[config.mk]
export PLATFORM = sky130hd
export DESIGN_NAME = fetch
export DESIGN_NICKNAME = d
export VERILOG_FILES = /design/src/rtl/fetch_pkg.sv /design/src/rtl/fetch.sv
export SDC_FILE = /design/constraint.sdc
export NUM_CORES = 1
export LEC_CHECK = 0
export BUFFER_PORTS_ARGS = -buffer_cell sky130_fd_sc_hd__buf_4
export CAP_MARGIN = 20
export CORE_MARGIN = 4
export CORE_UTILIZATION = 42
export DETAILED_ROUTE_END_ITERATION = 12
export PLACE_DENSITY = 0.71
export SKIP_CTS_REPAIR_TIMING = 1
export SLEW_MARGIN = 20
export SYNTH_ARGS = -nofsm -noshare
export SYNTH_HDL_FRONTEND = slang
export SYNTH_SLANG_ARGS = --single-unit
[constraint.sdc]
create_clock -name clock -period 1.7 [get_ports clock]
set_clock_uncertainty 0.05 [all_clocks]
set_input_delay 0.17 -clock clock [delete_from_list [all_inputs] [get_ports clock]]
set_output_delay 0.17 -clock clock [all_outputs]
set_load 0.02 [all_outputs]
[src/rtl/fetch_pkg.sv]
// Shared types and constants for the instruction fetch unit.
package fetch_pkg;

  typedef enum logic [1:0] {
    IDLE  = 2'd0,
    READ  = 2'd1,
    DRAIN = 2'd2
  } state_e;

  localparam int WORD_BYTES = 4;

  typedef logic [31:0] addr_t;

  function automatic addr_t word_align(input addr_t a);
    return {a[31:2], 2'b00};
  endfunction

endpackage

[src/rtl/fetch.sv]
// Instruction fetch unit: redirect-driven word reads with optional sequential
// prefetch of MAX_BURST words, enabled by defining FETCH_PREFETCH_EN.
module fetch
  import fetch_pkg::*;
#(
  parameter int MAX_BURST = 8
) (
  input  logic        clock,
  input  logic        reset,
  input  logic [31:0] program_counter,
  input  logic        program_counter_valid,
  output logic        bus_read_vaild,
  output logic [31:0] bus_read_address,
  input  logic        bus_read_ready,
  input  logic [31:0] bus_read_data,
  output logic [31:0] instruction,
  output logic        instruction_ready
);

  localparam logic [7:0] BURST = 8'(MAX_BURST);

  state_e     state_q;
  logic       vld_q;
  addr_t      addr_q;
  addr_t      pc_q;
  logic [31:0] instr_q;
  logic       irdy_q;
  logic [7:0] cnt_q;

  logic       hs;
  addr_t      pc_aln;
  logic [7:0] cnt_d;
  logic       more;

  assign hs     = vld_q & bus_read_ready;
  assign pc_aln = word_align(program_counter);
  assign cnt_d  = cnt_q - 8'd1;
`ifdef FETCH_PREFETCH_EN
  assign more   = (cnt_d != 8'd0);
`else
  assign more   = 1'b0;
`endif

  always_ff @(posedge clock or negedge reset) begin
    if (!reset) begin
      state_q <= IDLE;
      vld_q   <= 1'b0;
      addr_q  <= '0;
      pc_q    <= '0;
      instr_q <= '0;
      irdy_q  <= 1'b0;
      cnt_q   <= '0;
    end else begin
      irdy_q <= 1'b0;
      case (state_q)
        IDLE: begin
          if (program_counter_valid) begin
            vld_q   <= 1'b1;
            addr_q  <= pc_aln;
            cnt_q   <= BURST;
            state_q <= READ;
          end
        end
        READ: begin
          if (hs && program_counter_valid) begin
            // completing word belongs to the old stream: drop it
            addr_q <= pc_aln;
            cnt_q  <= BURST;
          end else if (hs) begin
            instr_q <= bus_read_data;
            irdy_q  <= 1'b1;
            cnt_q   <= cnt_d;
            if (more) begin
              addr_q <= addr_q + addr_t'(WORD_BYTES);
            end else begin
              vld_q   <= 1'b0;
              state_q <= IDLE;
            end
          end else if (program_counter_valid) begin
            pc_q    <= pc_aln;
            state_q <= DRAIN;
          end
        end
        DRAIN: begin
          if (hs) begin
            addr_q  <= program_counter_valid ? pc_aln : pc_q;
            cnt_q   <= BURST;
            state_q <= READ;
          end else if (program_counter_valid) begin
            pc_q <= pc_aln;
          end
        end
        default: begin
          vld_q   <= 1'b0;
          state_q <= IDLE;
        end
      endcase
    end
  end

  assign bus_read_vaild    = vld_q;
  assign bus_read_address  = addr_q;
  assign instruction       = instr_q;
  assign instruction_ready = irdy_q;

endmodule

======== Yosys cells after proc, flatten, opt, wreduce, memory -nomap -nowiden ========
Index checks and enable logic that the tools add are counted.
storage, ports and cells
  input port bits ......................... 68
  word-level logic and storage cells ...... 47
  register bits after elaboration ......... 100
  output and inout bits ................... 66
operators by class
  bitwise logic cells ..................... 3
  multiplexer cells ....................... 21
  eq/ne operators ......................... 8
  reductions and logical operators ........ 9
operator list
  cell                                                                    count
  32-bit two-way mux                                                      6
  32-bit one-hot mux with 3 select lines                                  1
  32-bit one-hot mux with 2 select lines                                  1
  4-bit AND reduction                                                     3
  2-bit two-way mux                                                       5
  2-bit != test (second input constant)                                   5
  1-bit two-way mux                                                       6
  2-bit one-hot mux with 3 select lines                                   1
  3-bit != test (second input constant)                                   1
  1-bit one-hot mux with 3 select lines                                   1
  3-bit AND reduction                                                     1
  3-bit nonzero test                                                      1
  2-bit by 1-bit equality test with 1-bit output (second input constant)  1
  2-bit equality test (second input constant)                             1
  2-bit logical NOT                                                       1
  1-bit inverter                                                          2
  2-bit AND reduction                                                     1
  2-bit nonzero test                                                      1
  1-bit AND                                                               1
  1-bit logical AND                                                       1

======== Depth between registers and ports, before layout ========
  depth in word-level cells ............... 4
  mapped depth ............................ 7
  mapped depth without buffers ............ 6

======== Worst setup path before layout ========
Ideal clock, no wire load.
  path kind ............................... reg-to-reg
  start ................................... register state_q[0]
  end ..................................... register addr_q[24], in the netlist bus_read_address[24]
  path buffers ............................ 1
  clock period less this slack ............ 1.724 ns
  data required time ...................... 1.522 ns
  slack ................................... -0.024 ns
  setup time .............................. 0.128 ns
  arrival ................................. 1.546 ns
  cell stages (with the launch flop) ...... 7
  cells stage by stage .................... dfrtp_1 > inv_1 > ha_1 > or2_2 > a31oi_4 > clkbuf_2 > o21ai_0
on the way
  longest elaborated chain between the ends .. 3
  elaborated cells on any way between the ends .. 9
  those cells by class .................... eq/ne: 5; mux: 1; reduce/logical: 3
ends and longest elaborated chain
  item                                                                    RTL line     source
  start: declaration                                                      fetch.sv:22  state_e state_q;
  start signal: assignment                                                fetch.sv:46  state_q <= IDLE;
  start signal: assignment                                                fetch.sv:61  state_q <= READ;
  start signal: assignment                                                fetch.sv:77  state_q <= IDLE;
  2-bit by 1-bit equality test with 1-bit output (tied with other cells)  fetch.sv:55  case (state_q)
  2-bit != test (no line) / 3-bit nonzero test (equally long branches)    --
  4-bit AND reduction (no line)                                           --
  end signal: assignment                                                  fetch.sv:59  addr_q <= pc_aln;
  end signal: assignment                                                  fetch.sv:67  addr_q <= pc_aln;
  end signal: assignment                                                  fetch.sv:74  addr_q <= addr_q + addr_t'(WORD_BYTES);
  end: declaration                                                        fetch.sv:24  addr_t addr_q;
Several ways; a longest one is shown, not always the timed one.
A chain may end at the register's enable or synchronous reset.

======== Worst setup path after layout ========
  start ................................... register state_q[0]
  end ..................................... register addr_q[4], in the netlist bus_read_address[4]
Same word-level chain as after synthesis.

==> summary.md <==
| Metric | Value |
|---|---|
| Status | complete, but fails checks |
| Violated checks | negative setup slack |
| Yosys reg bits | 100 |
| RSZ-0062 raised after global routing | yes |
| Routed WL | 11.33 mm |
| Req. time, crit path | about 1.9 ns |
| Finished Cell Area | about 6600 um2 |
| Total CTS buffers | 9 |
| Register area share after synthesis | roughly three fifths |
| Dpl ws | -0.1004 ns |
| Post-route DRC violation count | 0 |
| Drt via density | about 4.9 |
| Avg Inst Size Synth | 13.20 um2 |
| Post-synth net total | 390 |
| Num ports | 134 |
| Antenna Cells | 0 |
| Critical Path Source Type | register |
| Synth-to-layout area growth | 56.85% |
| Antenna Nets Post-Route | 0 |
| Pins Over Slew Limit | 0 |
| Period utilization | 100.5% |
| Rows | 36 |
| Max transition margin | 63.01% |
| Largest net degree at the start of global routing | between 100 and 150 |
| Leakage Power | 3.296 nW |
| Tot Pwr | 11.24 mW |
| Setup Viol. Count Final | 5 |
| Critical path's slowest cell | dfrtp_1 |
| Max-capacitance violation count | 0 |
| Commonest cells after routing, fill and taps aside | 141 x buf_4, 100 x dfrtp_1, 60 x dlygate4sd3_1 |
| NumNets Final | 604 |
| Fin worst setup slack | -0.007868 ns |
| Chip Width | 107.8 um |
| Crit path kind | reg2reg |
| Yosys warning count | 0 |
| Root Buffer | clkbuf_8 |
| Peak supply drop | 1031 uV |
| Total track usage | 15.76% |
| Worst-path cell chain | inv_2, ha_4, and4bb_2, a31oi_4, buf_12, buf_6, o21ai_0 |
| Post-Syn Instances | 317 |
| Drt initial violations | 137 |
| Worst-path clk slew | 0.09 ns |
| Final setup TNS | -0.02885 ns |
| HP Class | in2reg |
| DR vias | 3,241 |
| Die Y | 107.8 um |
| Final Hold Viols | 0 |
| Clk_lat worst skew | 0.35 ns |
| Layout cell share with drive strength beyond 1 | 46.73% |
| GPL Wtd Cong | between 0.8 and 0.9 |
| Vias in the first global route | 3,026 |
| Max incr delay on CP | 0.43 ns |
| IO Port Bufs | 131 |
| Fmax | around 590 MHz |
| DP HPWL | around 6.3 mm |
| Die area | ~12,000 um2 |
| Core Area | ~10000 um2 |
| Initial Util | 43.00% |
| CP endpoint kind | register |
| Initial antenna violation count | 0 |
| Power Density | 1713 nW/um2 |
| Critical-path maximum fanout | 11 |
| Final Critical Period | between 1.5 and 2 ns |
| Commonest non-fill, non-tap cell in the layout | buf_4 |
| H-tree levels | 3 |
| First-pass GRT wire length | 14.37 mm |
| Post-DR wirelength/cell | ~17 um |
| Clock Path Buffers | 2 |
| Placed Area | roughly 5400 um2 |
| WP data arrival | ~1.9 ns |
| Cell area after synthesis | between 4000 and 5000 um2 |
| Total grt overflow | 0 |
| CTS tree | built |
| Tightest Pin Transition | about 0.55 ns |
| DRT Pass-1 Iters | 4 |
| Clock sink count | 100 |
| Unique masters post-synth | 28 |
| Final core utilization | 67.45% |
-- synthesized netlist by cell type --
cell type	instances	share of area, %
and2_1	1	0.15
and3_1	1	0.15
buf_6	2	0.54
a31oi_1	2	0.30
buf_2	8	0.96
ha_1	5	1.5
clkbuf_2	4	0.48
a21oi_1	1	0.12
o21bai_1	2	0.36
a31oi_4	1	0.51
or2_2	1	0.15
and4bb_2	1	0.30
nor2b_1	5	0.75
mux2i_1	30	7.2
a32oi_1	1	0.21
nand2_1	35	3.1
nor2_1	4	0.36
o21ai_1	4	0.48
clkbuf_1	1	0.090
dfrtp_1	100	60
buf_4	3	0.54
nor3_1	2	0.24
inv_1	3	0.27
mux2_2	61	16
nand3_1	6	0.72
nand2b_1	2	0.30
mux2_1	2	0.54
o21ai_0	29	3.5
-- registers in the layout, summed over array words and instances (netlist names) --
signal	flops
pc_q	32
instruction	32
state_q	2
bus_read_vaild	1
bus_read_address	32
instruction_ready	1
-- area by class of cell --
type / count / area (um2)
clock buffer: 12 / 145.1
fill: 726 / 3167
multi-input combinational: 196 / 1674
sequential: 100 / 2502
tap: 133 / 166.4
timing repair buffer: 221 / 2042
inverter: 3 / 11.26
clock inverter: 3 / 21.27
-- path summary, 6_finish.rpt --
check	from	to	slack [ns]	cells after the start
setup / recovery	state_q[0]$_DFFE_PN0P_	bus_read_address[4]$_DFFE_PN0P_	-0.008	7
max in group asynchronous	reset	bus_read_vaild$_DFFE_PN0P_	0.80	3
min in group asynchronous	reset	bus_read_address[30]$_DFFE_PN0P_	0.35	3
hold / removal	program_counter[27]	pc_q[27]$_DFFE_PN0P_	0.0007	2
setup reg to reg	state_q[0]$_DFFE_PN0P_	bus_read_address[4]$_DFFE_PN0P_	-0.008	7
hold reg to reg	pc_q[27]$_DFFE_PN0P_	pc_q[27]$_DFFE_PN0P_	0.44	1
-- through the flow --
step / hold slack (ns) / instances
global placement: 0.2223 / 577
detailed placement: 0.2211 / 577
global route: 0.00008682 / 668
finish: 0.0007038 / 668
floorplan: -0.1756 / 317
CTS: -0.1722 / 592
-- power breakdown --
group | internal [mW] | switching [mW] | leakage (nW)
Combinational | 3.01 | 2.72 | 1.98
Clock | 0.570 | 0.804 | 0.0828
Sequential | 3.51 | 0.637 | 1.23
Total | 7.08 | 4.16 | 3.30
-- per-layer routing --
layer  global-route usage, %  routed length [um]
met1                   19.17                4600
met2                   24.29                5768
met3                   7.259                 817
met4                   6.312                 142
met5                       0                   0
-- worst max-delay path: cells and delay by family, from the launching register on --
kind            cells  cell delay, ns
simple gates        1            0.26
flops               1            0.43
compound gates      2            0.27
buf+inv             3            0.43
fa+ha+maj           1            0.16
-- cells by family (layout without fill, tap and decap cells) --
logic type	count (synthesis)	after routing	synth area share [%]
adders and majority gates	5	5	1.495
AOI/OAI and AO/OA	40	40	5.442
DFF	100	100	59.81
muxes	93	93	24.13
buffers and inverters	21	239	2.871
and+or+nand+nor	58	58	6.250
Power figures use the tool's default switching activity.
